[config.mk]
export PLATFORM = sky130hd
export DESIGN_NAME = fft16_sample_collector_flat
export DESIGN_NICKNAME = d
export VERILOG_FILES = /design/src/rtl/fft16_sample_collector_if.sv /design/src/rtl/fft16_sample_collector.sv /design/src/flat_wrapper.sv
export SDC_FILE = /design/constraint.sdc
export NUM_CORES = 1
export LEC_CHECK = 0
export BUFFER_PORTS_ARGS = -buffer_cell sky130_fd_sc_hd__buf_4
export CAP_MARGIN = 10
export CORE_MARGIN = 3
export CORE_UTILIZATION = 35
export DETAILED_ROUTE_END_ITERATION = 8
export PLACE_DENSITY_LB_ADDON = 0.08
export SYNTH_ARGS = -nofsm -noshare
export SYNTH_HDL_FRONTEND = slang
export SYNTH_SLANG_ARGS = --single-unit
export TNS_END_PERCENT = 50
[constraint.sdc]
create_clock -name clk -period 2.07 [get_ports clk]
set_clock_uncertainty 0.05 [all_clocks]
set_input_delay 0.1035 -clock clk [delete_from_list [all_inputs] [get_ports clk]]
set_output_delay 0.1035 -clock clk [all_outputs]
set_load 0.005 [all_outputs]
[src/rtl/fft16_sample_collector_if.sv]
// Sample stream between the upstream source and the FFT16 sample collector.
interface fft16_sample_collector_if #(
    parameter int N = 16
);
    logic         in_valid;
    logic         in_ready;
    logic [N-1:0] in_re;
    logic [N-1:0] in_im;

    modport master (output in_valid, output in_re, output in_im, input  in_ready);
    modport slave  (input  in_valid, input  in_re, input  in_im, output in_ready);
endinterface

[src/rtl/fft16_sample_collector.sv]
// Deserialises a complex sample stream into 16-sample frames for the FFT16 register bank.
// Build option COLLECTOR_BIT_REVERSE_EN stores arrivals in bit-reversed slot order.
module fft16_sample_collector #(
    parameter int N     = 16,
    parameter int FRAME = 16
) (
    input  logic                    clk,
    input  logic                    rst_n,
    fft16_sample_collector_if.slave in_if,
    input  logic                    fft_busy_i,
    output logic [FRAME*N-1:0]      frame_re_o,
    output logic [FRAME*N-1:0]      frame_im_o,
    output logic                    frame_we_o,
    output logic [7:0]              frame_cnt_o
);
    typedef enum logic [1:0] {FILL, SETTLE, STROBE, HOLD} state_e;

    state_e     state_q, state_d;
    logic [3:0] idx_q, idx_d;
    logic [3:0] slot;
    logic       we_q, we_d;
    logic [7:0] cnt_q, cnt_d;
    logic       xfer;

    assign in_if.in_ready = (state_q == FILL);
    assign xfer           = in_if.in_valid & in_if.in_ready;

`ifdef COLLECTOR_BIT_REVERSE_EN
    assign slot = {idx_q[0], idx_q[1], idx_q[2], idx_q[3]};
`else
    assign slot = idx_q;
`endif

    always_comb begin
        state_d = state_q;
        idx_d   = idx_q;
        we_d    = 1'b0;
        cnt_d   = cnt_q;
        case (state_q)
            FILL: begin
                if (xfer) begin
                    idx_d = idx_q + 4'd1;
                    if (idx_q == 4'd15) state_d = SETTLE;
                end
            end
            SETTLE: begin
                // Strobe is registered, so it rises on the edge that enters STROBE.
                state_d = STROBE;
                we_d    = 1'b1;
                cnt_d   = cnt_q + 8'd1;
            end
            STROBE:  state_d = HOLD;
            HOLD:    if (!fft_busy_i) state_d = FILL;
            default: state_d = FILL;
        endcase
    end

    always_ff @(posedge clk or negedge rst_n) begin
        if (!rst_n) begin
            state_q <= FILL;
            idx_q   <= 4'd0;
            we_q    <= 1'b0;
            cnt_q   <= 8'd0;
        end else begin
            state_q <= state_d;
            idx_q   <= idx_d;
            we_q    <= we_d;
            cnt_q   <= cnt_d;
        end
    end

    // Slot registers only load during FILL, so the buses are frozen around the strobe.
    for (genvar s = 0; s < FRAME; s++) begin : g_slot
        logic [N-1:0] re_q, im_q;

        always_ff @(posedge clk or negedge rst_n) begin
            if (!rst_n) begin
                re_q <= '0;
                im_q <= '0;
            end else if (xfer && (slot == 4'(s))) begin
                re_q <= in_if.in_re;
                im_q <= in_if.in_im;
            end
        end

        assign frame_re_o[s*N +: N] = re_q;
        assign frame_im_o[s*N +: N] = im_q;
    end

    assign frame_we_o  = we_q;
    assign frame_cnt_o = cnt_q;
endmodule

[src/flat_wrapper.sv]
// flat-port wrapper written by rule: the top's interface ports become plain ports
module fft16_sample_collector_flat 
#(
    parameter int N     = 16,
    parameter int FRAME = 16
)
  (clk, rst_n, fft_busy_i, frame_re_o, frame_im_o, frame_we_o, frame_cnt_o, in_if_in_valid, in_if_in_re, in_if_in_im, in_if_in_ready);
  fft16_sample_collector_if #(.N(N)) in_if_i ();
  input  logic clk;
  input  logic rst_n;
  input  logic fft_busy_i;
  output logic [FRAME*N-1:0] frame_re_o;
  output logic [FRAME*N-1:0] frame_im_o;
  output logic frame_we_o;
  output logic [7:0] frame_cnt_o;
  input wire logic [$bits(in_if_i.in_valid)-1:0] in_if_in_valid;
  input wire logic [$bits(in_if_i.in_re)-1:0] in_if_in_re;
  input wire logic [$bits(in_if_i.in_im)-1:0] in_if_in_im;
  output wire logic [$bits(in_if_i.in_ready)-1:0] in_if_in_ready;
  assign in_if_i.in_valid = in_if_in_valid;
  assign in_if_i.in_re = in_if_in_re;
  assign in_if_i.in_im = in_if_in_im;
  assign in_if_in_ready = in_if_i.in_ready;
  fft16_sample_collector #(.N(N), .FRAME(FRAME)) u_core (.clk(clk), .rst_n(rst_n), .in_if(in_if_i), .fft_busy_i(fft_busy_i), .frame_re_o(frame_re_o), .frame_im_o(frame_im_o), .frame_we_o(frame_we_o), .frame_cnt_o(frame_cnt_o));
endmodule
==> impl_metrics.py <==
metrics = {
    "place": {
        "port_buffers": 557,
        "place_ws_ns": -0.0254,
        "placed_cells": 2476,
        "gp_congestion": 0.761,
        "dp_hpwl_um": 44900,
    },
    "synthesis": {
        "ys_ff_latch": 527,
        "syn-mean-instance-area_um2": 16.8,
        "ys_seq_area_share_pct": 65.7,
        "syn_nets": 1240,
        "syn_inst": 1194,
        "synth_cell_types": 27,
        "yosysWarnings": 0,
        "netlist_area_um2": 20100,
    },
    "floorplanning": {
        "die_h_um": 245,
        "die_x_um": 245,
        "fp-row-count": 87,
        "initial_utilization_pct": 35.4,
        "io_pins": 558,
        "die-area_um2": 60200,
        "core_area_um2": 56600,
    },
    "sta": {
        "setup_viol": 0,
        "timing.hold.ws_ns": 0.168,
        "max_freq_mhz": 512,
        "min_period_ns": 1.95,
        "report.final.slew_viol_count": 0,
        "tightest_slew_ns": 0.428,
        "max-slew-margin-rel_pct": 71.5,
        "fin_crit_sh_pct": 94.4,
        "setup_ws_ns": 0.116,
        "grt_setup_unrepaired": "false",
        "tns_ns": 0,
        "finalHoldViolations": 0,
    },
    "critical_path": {
        "path_class": "reg2reg",
        "crit_family": "buffers and inverters",
        "start_kind": "register",
        "end_kind": "register",
        "critPathBufInv": 3,
        "critPathMaxStageDelay_ns": 0.37,
        "worstPathCellList": "inv_1 > ha_4 > buf_4 > nand2b_4 > nor2_4 > buf_12 > mux2_2",
        "critPathMaxFanout": 21,
        "cp_data_required_time_ns": 2.50,
        "reg2reg_slack_ns": 0.12,
        "critPathArrivalTime_ns": 2.39,
        "crit_slowest_cell": "dfrtp_1",
    },
    "finish": {
        "fillers": 5019,
        "final_cell_mix": "571 x buf_4, 527 x dfrtp_1, 480 x mux2_2",
        "diodes": 0,
        "layout_commonest_cell": "buf_4",
        "multi_input_area_um2": 6390,
        "seqCellArea_um2": 13200,
        "fin_cells": 2613,
        "final_util_pct": 49.1,
        "fin_nets": 1862,
        "drive_gt1_share_pct": 64.4,
        "layout-area-overhead-vs-synth_pct": 38.6,
    },
    "clock_network": {
        "cts-buffers-inserted": 57,
        "cts_buffer_depth": 3,
        "clock_latency_ns": 0.60,
        "htreeDepth": 2,
        "cts_tree": "yes",
        "path_clk_slew_ns": 0.06,
        "cts_sinks": 527,
        "cts_root_buf": "clkbuf_16",
    },
    "detailed_routing": {
        "antenna_left": 0,
        "drtIter0Drc": 494,
        "wl_per_cell_um": 24.5,
        "routed-via-count": 12400,
        "drc": 0,
        "viasPerCell": 4.75,
        "first_pass_iters": 4,
        "wl_um": 63900,
    },
    "status": {
        "status": "completed",
    },
    "min_path": {
        "worstHoldPathType": "in2async",
    },
    "power": {
        "power.density_nw_per_um2": 1380,
        "ir_worst_vdd_v": 0.000759,
        "p_leak_uw": 0.0141,
    },
    "global_route": {
        "antenna_found_initial": 0,
        "grt_usage_pct": 21.0,
        "grt_overflow": 0,
        "grt_first_pass_wirelength_um": 93700,
        "grt_pass1_vias": 13300,
        "grt_max_degree": 76,
    },
    "job": {
        "cap_violations": 0,
    },
}
-- report_power, final --
part,switching (uW),total (uW),internal (uW),leakage (uW)
logic,4700,12200,7470,0.00622
clock network,4080,10000,5950,0.000908
registers,2160,16100,14000,0.00702
total,10900,38300,27400,0.0141
-- repair_timing --
action                                 4_1_cts  5_1_grt
pin swaps                                    0        2
setup endpoints to repair                  171      150
buffers inserted                             0        1
cloned                                       0        0
gates resized for setup                      1        2
endpoints found under the hold margin     1045        0
hold buffers                                36        0
-- registers in the layout (all words and copies together) (netlist names) --
signal	count
u_core.idx_q	4
u_core.g_slot.im_q	256
u_core.g_slot.re_q	256
u_core.frame_we_o	1
u_core.state_q	2
u_core.frame_cnt_o	8
-- worst register-to-register path, cell delays in order (launching register included) --
cell,delay [ns]
dfrtp_1,0.37
inv_1,0.16
ha_4,0.22
buf_4,0.14
nand2b_4,0.14
nor2_4,0.20
buf_12,0.20
mux2_2,0.37
-- area by class of cell --
cell class,count,area share [%]
multi-input combinational,580,23.0
inverter,4,0.0540
timing repair buffer,646,19.5
sequential,527,47.4
tap,756,3.40
clock buffer,86,6.07
clock inverter,14,0.558
-- cell usage after synthesis --
cell / count / area share [%]
nor3_4: 2 / 0.16
buf_6: 9 / 0.51
a22oi_1: 1 / 0.037
nor3_1: 1 / 0.025
buf_2: 9 / 0.22
nor2_1: 3 / 0.056
inv_1: 4 / 0.075
nand4_1: 4 / 0.12
clkbuf_1: 32 / 0.60
xnor2_1: 6 / 0.26
nand2_4: 1 / 0.056
ha_1: 10 / 0.62
and3_1: 1 / 0.031
xor2_1: 4 / 0.17
nand2_2: 1 / 0.031
nand3b_1: 3 / 0.11
nor2_2: 6 / 0.19
nand3_1: 6 / 0.15
mux2_2: 480 / 27
dfrtp_1: 527 / 66
nand2_1: 5 / 0.094
nand2b_1: 1 / 0.031
buf_4: 33 / 1.2
mux2_1: 35 / 2.0
mux2i_1: 1 / 0.050
nor2_4: 8 / 0.45
nand2b_4: 1 / 0.069
-- layer usage --
| layer | wire (um) | part of all wire (%) | track usage, % |
|---|---|---|---|
| met2 | 31300 | 49 | 35.1 |
| met3 | 5200 | 8.1 | 7.04 |
| met4 | 1760 | 2.7 | 5.73 |
| met5 | 0 | 0 | 0 |
| met1 | 25700 | 40 | 26.2 |
-- worst paths after layout --
kind	startpoint	depth (start not counted)	end
min	rst_n	3	u_core.frame_cnt_o[7]$_DFFE_PN0P_
min in group clk	in_if_in_im[12]	3	u_core.g_slot[0].im_q[12]$_DFFE_PN0P_
max reg2reg	u_core.state_q[0]$_DFFE_PN0P_	7	u_core.g_slot[1].im_q[6]$_DFFE_PN0P_
max in group asynchronous	rst_n	3	u_core.g_slot[15].im_q[1]$_DFFE_PN0P_
max	u_core.state_q[0]$_DFFE_PN0P_	7	u_core.g_slot[1].im_q[6]$_DFFE_PN0P_
min reg2reg	u_core.frame_cnt_o[7]$_DFFE_PN0P_	1	u_core.frame_cnt_o[7]$_DFFE_PN0P_
-- through the flow --
stage | area (um2) | power, uW
3_3_place_gp | 25600 | 28400
6_report | 27800 | 38300
3_5_place_dp | 25600 | 28600
2_1_floorplan | 20100 | 20300
5_1_grt | 27800 | 40500
4_1_cts | 27800 | 38900
-- cell families after synthesis --
group	synth area share, %
buffers and inverters	2.64
xor gates and xnor gates	0.437
and+or+nand+nor	1.58
muxes	29.0
adders and majority gates	0.624
DFF	65.7
AOI/OAI and AO/OA	0.0374
Note: power is estimated with default switching activity, not from simulation.
